**src/rtl/add_pipe_arbiter.sv**
```systemverilog
// rtl/add_pipe_arbiter.sv - two-requester arbiter in front of a shared two-stage A+B+D pipeline
// Define ADD_PIPE_ARB_RR_EN for round-robin tie-break; otherwise requester 0 wins ties.
module add_pipe_arbiter #(
  parameter int W = 4
) (
  input  logic         clk,
  input  logic         rst,
  input  logic [1:0]   IN_REQ,
  input  logic [W-1:0] IN_A0,
  input  logic [W-1:0] IN_B0,
  input  logic [W-1:0] IN_D0,
  input  logic [W-1:0] IN_A1,
  input  logic [W-1:0] IN_B1,
  input  logic [W-1:0] IN_D1,
  output logic [1:0]   OUT_GNT,
  output logic         OUT_VALID,
  output logic         OUT_ID,
  output logic [W+1:0] OUT_E,
  input  logic         IN_READY,
  output logic         OUT_BUSY
);

  logic         s1_valid_q, s1_valid_d;
  logic         s1_id_q, s1_id_d;
  logic [W:0]   s1_c_q, s1_c_d;
  logic [W-1:0] s1_d_q, s1_d_d;
  logic         out_valid_q, out_valid_d;
  logic         out_id_q, out_id_d;
  logic [W+1:0] out_e_q, out_e_d;
  logic         stall;
  logic [1:0]   gnt;

  assign stall = out_valid_q & ~IN_READY;

`ifdef ADD_PIPE_ARB_RR_EN
  logic last_q, last_d;

  always_comb begin
    gnt = 2'b00;
    if (!rst && !stall) begin
      unique case (IN_REQ)
        2'b01:   gnt = 2'b01;
        2'b10:   gnt = 2'b10;
        2'b11:   gnt = last_q ? 2'b01 : 2'b10;
        default: gnt = 2'b00;
      endcase
    end
  end

  // gnt is only ever set on a requesting bit, so any grant is a transfer
  always_comb begin
    last_d = last_q;
    if (|gnt) last_d = gnt[1];
  end

  always_ff @(posedge clk) begin
    if (rst) last_q <= 1'b1;
    else     last_q <= last_d;
  end
`else
  always_comb begin
    gnt = 2'b00;
    if (!rst && !stall) begin
      if (IN_REQ[0])      gnt = 2'b01;
      else if (IN_REQ[1]) gnt = 2'b10;
    end
  end
`endif

  always_comb begin
    s1_valid_d  = s1_valid_q;
    s1_id_d     = s1_id_q;
    s1_c_d      = s1_c_q;
    s1_d_d      = s1_d_q;
    out_valid_d = out_valid_q;
    out_id_d    = out_id_q;
    out_e_d     = out_e_q;
    if (!stall) begin
      out_valid_d = s1_valid_q;
      if (s1_valid_q) begin
        out_id_d = s1_id_q;
        out_e_d  = {1'b0, s1_c_q} + {2'b00, s1_d_q};
      end
      s1_valid_d = |gnt;
      if (gnt[0]) begin
        s1_id_d = 1'b0;
        s1_c_d  = {1'b0, IN_A0} + {1'b0, IN_B0};
        s1_d_d  = IN_D0;
      end else if (gnt[1]) begin
        s1_id_d = 1'b1;
        s1_c_d  = {1'b0, IN_A1} + {1'b0, IN_B1};
        s1_d_d  = IN_D1;
      end
    end
  end

  always_ff @(posedge clk) begin
    if (rst) begin
      s1_valid_q  <= 1'b0;
      s1_id_q     <= 1'b0;
      s1_c_q      <= '0;
      s1_d_q      <= '0;
      out_valid_q <= 1'b0;
      out_id_q    <= 1'b0;
      out_e_q     <= '0;
    end else begin
      s1_valid_q  <= s1_valid_d;
      s1_id_q     <= s1_id_d;
      s1_c_q      <= s1_c_d;
      s1_d_q      <= s1_d_d;
      out_valid_q <= out_valid_d;
      out_id_q    <= out_id_d;
      out_e_q     <= out_e_d;
    end
  end

  assign OUT_GNT   = gnt;
  assign OUT_VALID = out_valid_q;
  assign OUT_ID    = out_id_q;
  assign OUT_E     = out_e_q;
  assign OUT_BUSY  = s1_valid_q | out_valid_q;

endmodule

```
**config.mk**
```make
export PLATFORM = sky130hd
export DESIGN_NAME = add_pipe_arbiter
export DESIGN_NICKNAME = d
export VERILOG_FILES = /design/src/rtl/add_pipe_arbiter.sv
export SDC_FILE = /design/constraint.sdc
export NUM_CORES = 1
export LEC_CHECK = 0
export ABC_AREA = 0
export BUFFER_PORTS_ARGS = -buffer_cell sky130_fd_sc_hd__buf_2
export CAP_MARGIN = 20
export CORE_UTILIZATION = 45
export DETAILED_ROUTE_END_ITERATION = 7
export PLACE_DENSITY = 0.8
export SLEW_MARGIN = 20
export SYNTH_ARGS = -nofsm -noshare
export SYNTH_HDL_FRONTEND = slang
export SYNTH_SLANG_ARGS = --single-unit
```
**constraint.sdc**
```tcl
create_clock -name clk -period 1.91 [get_ports clk]
set_clock_uncertainty 0.2 [all_clocks]
set_input_delay 0.191 -clock clk [delete_from_list [all_inputs] [get_ports clk]]
set_output_delay 0.191 -clock clk [all_outputs]
set_load 0.005 [all_outputs]
```
==> parameters.txt <==
Parameter                              Value

Run status
  Status ... completed

STA
  Pins Over Slew Limit ... 0
  Transition time of the tightest slew-check pin ... between 0.3 and 0.4 ns
  Worst slew slack as a fraction of its limit ... 0.789
  RSZ-0062 raised after global routing ... no
  Maximum achievable frequency ... approximately 0.54 GHz
  Sum Neg Setup Slack ... 0 ns
  Final hold vios ... 0
  Period utilisation layout ... 0.963
  # setup viols final ... 0
  Final period demand of the worst path ... 1.84 ns
  Worst hold slack after final layout ... 0.0358 ns
  Setup slack of the critical path after layout ... 0.0707 ns

Placed design
  Total cell area at the placement stage ... between 0.001 and 0.0015 mm²
  Setup slack at placement ... -0.0645 ns
  Final weighted congestion in routability-driven placement ... about 0.81
  Sum of net half-perimeters after detailed placement ... 2080 µm
  Number of instances in the placed design ... 204
  Count of input and output buffers ... 39

Synthesis
  Adder-cell share of the synthesized area ... 0.173
  Number of distinct library cells after synthesis ... 35
  Post-synthesis mux area share ... 0
  Per-instance average area after synthesis ... 8.82 µm²
  Most area-consuming cells after synthesis ... sky130_fd_sc_hd__dfxtp_1, sky130_fd_sc_hd__ha_1, sky130_fd_sc_hd__nand2_1
  Simple-gate share of the synthesized area ... 0.206
  Flip-flop and latch count after synthesis ... 19
  Dominant combinational cell family by area after synthesis ... compound AO/OA/AOI/OAI gates
  Number of standard cells after synthesis ... between 100 and 150
  Synth warnings ... 0
  Synthesized-area fraction occupied by xor and xnor cells ... 0.0360
  Largest area contributor in the netlist ... sky130_fd_sc_hd__dfxtp_1
  Sequential area share after synthesis ... 0.312
  Area share of the leading cell type in the synthesized netlist ... 0.312
  Synth Net Count ... between 150 and 200
  Synth Area in Compound Gates ... 0.206
  Area of the mapped netlist ... approximately 0.0012 mm²

Drt
  Wire length the detailed router placed on met1 ... between 1000 and 1500 µm
  Total Routed Length ... 2800 µm
  Number of search-and-repair iterations in the first detailed-routing pass ... 4
  Met3 WL post-DR ... between 90 and 100 µm
  Number of DRC markers in iteration 0 ... 13
  Total via count in the routed design ... between 1,000 and 1,500
  Average wire per cell in the routed design ... roughly 13 µm
  Highest layer used for signal routing ... met4
  Residual antenna-violating net count after detailed routing ... 0
  Number of remaining DRC errors ... 0
  Vias per cell ... 5.30
  Met2 wire length ... between 1000 and 1500 µm

Worst setup path
  Critical path's most frequent cell ... sky130_fd_sc_hd__buf_2
  R2r worst-path depth ... 6
  Endpoint class of the critical path ... output port
  Endpoint arrival time on the critical path ... roughly 1.5 ns
  Largest fanout of any net on the critical path ... 9
  Reg2reg setup slack ... 0.08 ns
  Critical Path, Cell by Cell ... dlygate4sd3_1, buf_2, nor2_2, nand3_4, inv_4, buf_2
  Element type at the critical path start ... primary input
  Critical path class ... in -> out
  Critical path buffers and inverters ... 4
  Slowest Stage Delay on Critical Path ... between 0.5 and 0.6 ns
  Reg-to-Reg End ... OUT_E[4]
  Category of cells accounting for the largest share of critical-path delay ... buffers and inverters
  Worst setup startpoint ... IN_REQ[0]
  Data required time of the worst path ... 1.52 ns
  Critical register-to-register path startpoint ... s1_d_q[0]
  Cell with the largest stage delay on the worst path ... sky130_fd_sc_hd__dlygate4sd3_1

Finish
  Area growth from synthesis to final layout ... 29.0%
  Share of post-route cells with drive strength above 1 ... 0.319
  Fin util ... 0.623
  Antenna cell count ... 0
  Design area ... about 0.0016 mm²
  Total number of nets in the final design ... 233
  Non-filler instance count after layout ... ~220

Flow run
  MaxCap Viol Count ... 0

Worst hold path
  Worst-case hold path end point ... s1_id_q
  Startpoint of the tightest hold check path ... IN_REQ[1]
  Count of cells along the worst hold path ... 3
  Path type of the worst min-delay path ... in -> reg

Power
  Peak supply drop ... approximately 0.39 mV
  Pwr Density ... between 500 and 600 mW/mm²
  Total power of the final layout ... approximately 920 µW
  Leakage power ... roughly 0.76 nW

Clock tree
  TritonCTS clock tree ... yes
  Clk root buf ... sky130_fd_sc_hd__clkbuf_4
  Clock transition at the register clock pins on the worst setup and hold paths after CTS ... between 0.1 and 0.15 ns
  Longest Clk Path Bufs ... 2
  CTS Sinks ... 19
  Total number of H-tree levels ... 1
  CTS Buf Count ... 3
  Later-pin clock latency in the skew report ... about 0.3 ns

Floorplan
  Die boundary width ... 54.0 µm
  Number of top-level pins ... 40
  Area of the placeable core ... between 0.002 and 0.003 mm²
  Overall die area ... 0.00292 mm²
  Die height ... roughly 54 µm
  Initial core utilization ... 0.483
  Number of core rows ... 18

Global route
  Initial antenna violation count ... 0
  Total gr overflow ... 0
  Global-route wire length before repair ... around 4200 µm
  Total global routing track utilization ... 0.206
  Maximum number of pins on one net before global-route repair ... 21
  Vias in the first global route ... a little over 1,000
-- layout by cell type, fill, tap and decap left out, types with 2 or more instances in the layout --
master / instances
sky130_fd_sc_hd__nor3b_1: 2
sky130_fd_sc_hd__o21ai_0: 3
sky130_fd_sc_hd__xnor2_1: 5
sky130_fd_sc_hd__buf_4: 3
sky130_fd_sc_hd__a21o_1: 6
sky130_fd_sc_hd__dfxtp_2: 2
sky130_fd_sc_hd__or2_2: 2
sky130_fd_sc_hd__clkbuf_4: 3
sky130_fd_sc_hd__fa_1: 2
sky130_fd_sc_hd__a21oi_1: 12
sky130_fd_sc_hd__a211oi_1: 2
sky130_fd_sc_hd__nor2b_1: 2
sky130_fd_sc_hd__a311oi_1: 5
sky130_fd_sc_hd__buf_2: 39
sky130_fd_sc_hd__dfxtp_1: 17
sky130_fd_sc_hd__inv_1: 9
sky130_fd_sc_hd__ha_1: 11
sky130_fd_sc_hd__dlygate4sd3_1: 9
sky130_fd_sc_hd__nand2_1: 23
sky130_fd_sc_hd__a311o_1: 2
sky130_fd_sc_hd__nor2_1: 9
-- routing by layer --
layer	global-route usage	vias up
met5	0	-
met4	0.115	0
met3	0.0169	6
met2	0.379	35
met1	0.229	533
li1	-	581
-- sequential cells by signal (all words and copies together), names as in the netlist --
signal and flops:
OUT_E 6, s1_c_q 5, s1_d_q 4, OUT_ID 1, OUT_VALID 1, s1_id_q 1, s1_valid_q 1
-- logic make-up after synthesis --
group / Yosys count
buf+inv: 15
simple gates: 47
fa+ha+maj: 15
flops: 19
xor+xnor: 5
compound gates: 37
-- worst register-to-register path, delay by kind of cell, from the launching register on --
family,cells,cell delay [ns]
adder cells (fa/ha/maj),2,0.51
AO/OA/AOI/OAI,3,0.61
AND/OR/NAND/NOR,1,0.06
flip-flops,1,0.35
-- Yosys cell counts --
cell	n
sky130_fd_sc_hd__a311o_1	2
sky130_fd_sc_hd__inv_1	9
sky130_fd_sc_hd__and2b_2	1
sky130_fd_sc_hd__nand3_4	1
sky130_fd_sc_hd__o22ai_1	1
sky130_fd_sc_hd__nor3b_1	2
sky130_fd_sc_hd__xnor2_1	5
sky130_fd_sc_hd__nand2b_1	1
sky130_fd_sc_hd__fa_1	3
sky130_fd_sc_hd__nand3b_4	1
sky130_fd_sc_hd__a21o_1	6
sky130_fd_sc_hd__nand3b_1	1
sky130_fd_sc_hd__o221a_2	1
sky130_fd_sc_hd__a31oi_1	1
sky130_fd_sc_hd__nor4b_1	1
sky130_fd_sc_hd__and2_4	1
sky130_fd_sc_hd__o21a_1	1
sky130_fd_sc_hd__o21ai_0	3
sky130_fd_sc_hd__a311oi_1	5
sky130_fd_sc_hd__nor4_1	1
sky130_fd_sc_hd__nor2_1	9
sky130_fd_sc_hd__or2_2	2
sky130_fd_sc_hd__nor2b_1	2
sky130_fd_sc_hd__dfxtp_1	19
sky130_fd_sc_hd__a211oi_1	2
sky130_fd_sc_hd__buf_6	3
sky130_fd_sc_hd__o21bai_1	1
sky130_fd_sc_hd__a21oi_1	13
sky130_fd_sc_hd__inv_2	1
sky130_fd_sc_hd__clkbuf_1	1
sky130_fd_sc_hd__ha_1	12
sky130_fd_sc_hd__nor2_2	1
sky130_fd_sc_hd__o211ai_1	1
sky130_fd_sc_hd__nand2_1	23
sky130_fd_sc_hd__buf_4	1
-- repair_timing --
action                                  CTS  global route
hold buffers                              9             0
hold endpoints to repair                  5             0
pin swaps                                 0             4
endpoints found under the setup margin    1             2
buffers inserted                          0             1
resized for setup                         2             6
-- layout make-up --
cell class,count,area [µm²]
tap,30,37.5
timing repair buffer,51,308
clock buffer,4,26.3
fill,240,952
sequential,19,383
multi-input combinational,104,776
inverter,10,40.0
-- where the power goes --
part | internal [mW] | total [mW] | switching [mW]
combinational | 0.134 | 0.259 | 0.126
clock | 0.0815 | 0.207 | 0.126
sequential | 0.427 | 0.449 | 0.0220
-- worst max path at each step --
stage	endpoint	cells after the start
floorplan	OUT_E[4]	6
global placement	OUT_E[4]	6
CTS	OUT_E[4]	6
finish	OUT_GNT[1]	6
global route	OUT_E[4]	6
detailed placement	OUT_E[4]	6
Power figures use the tool's default switching activity.
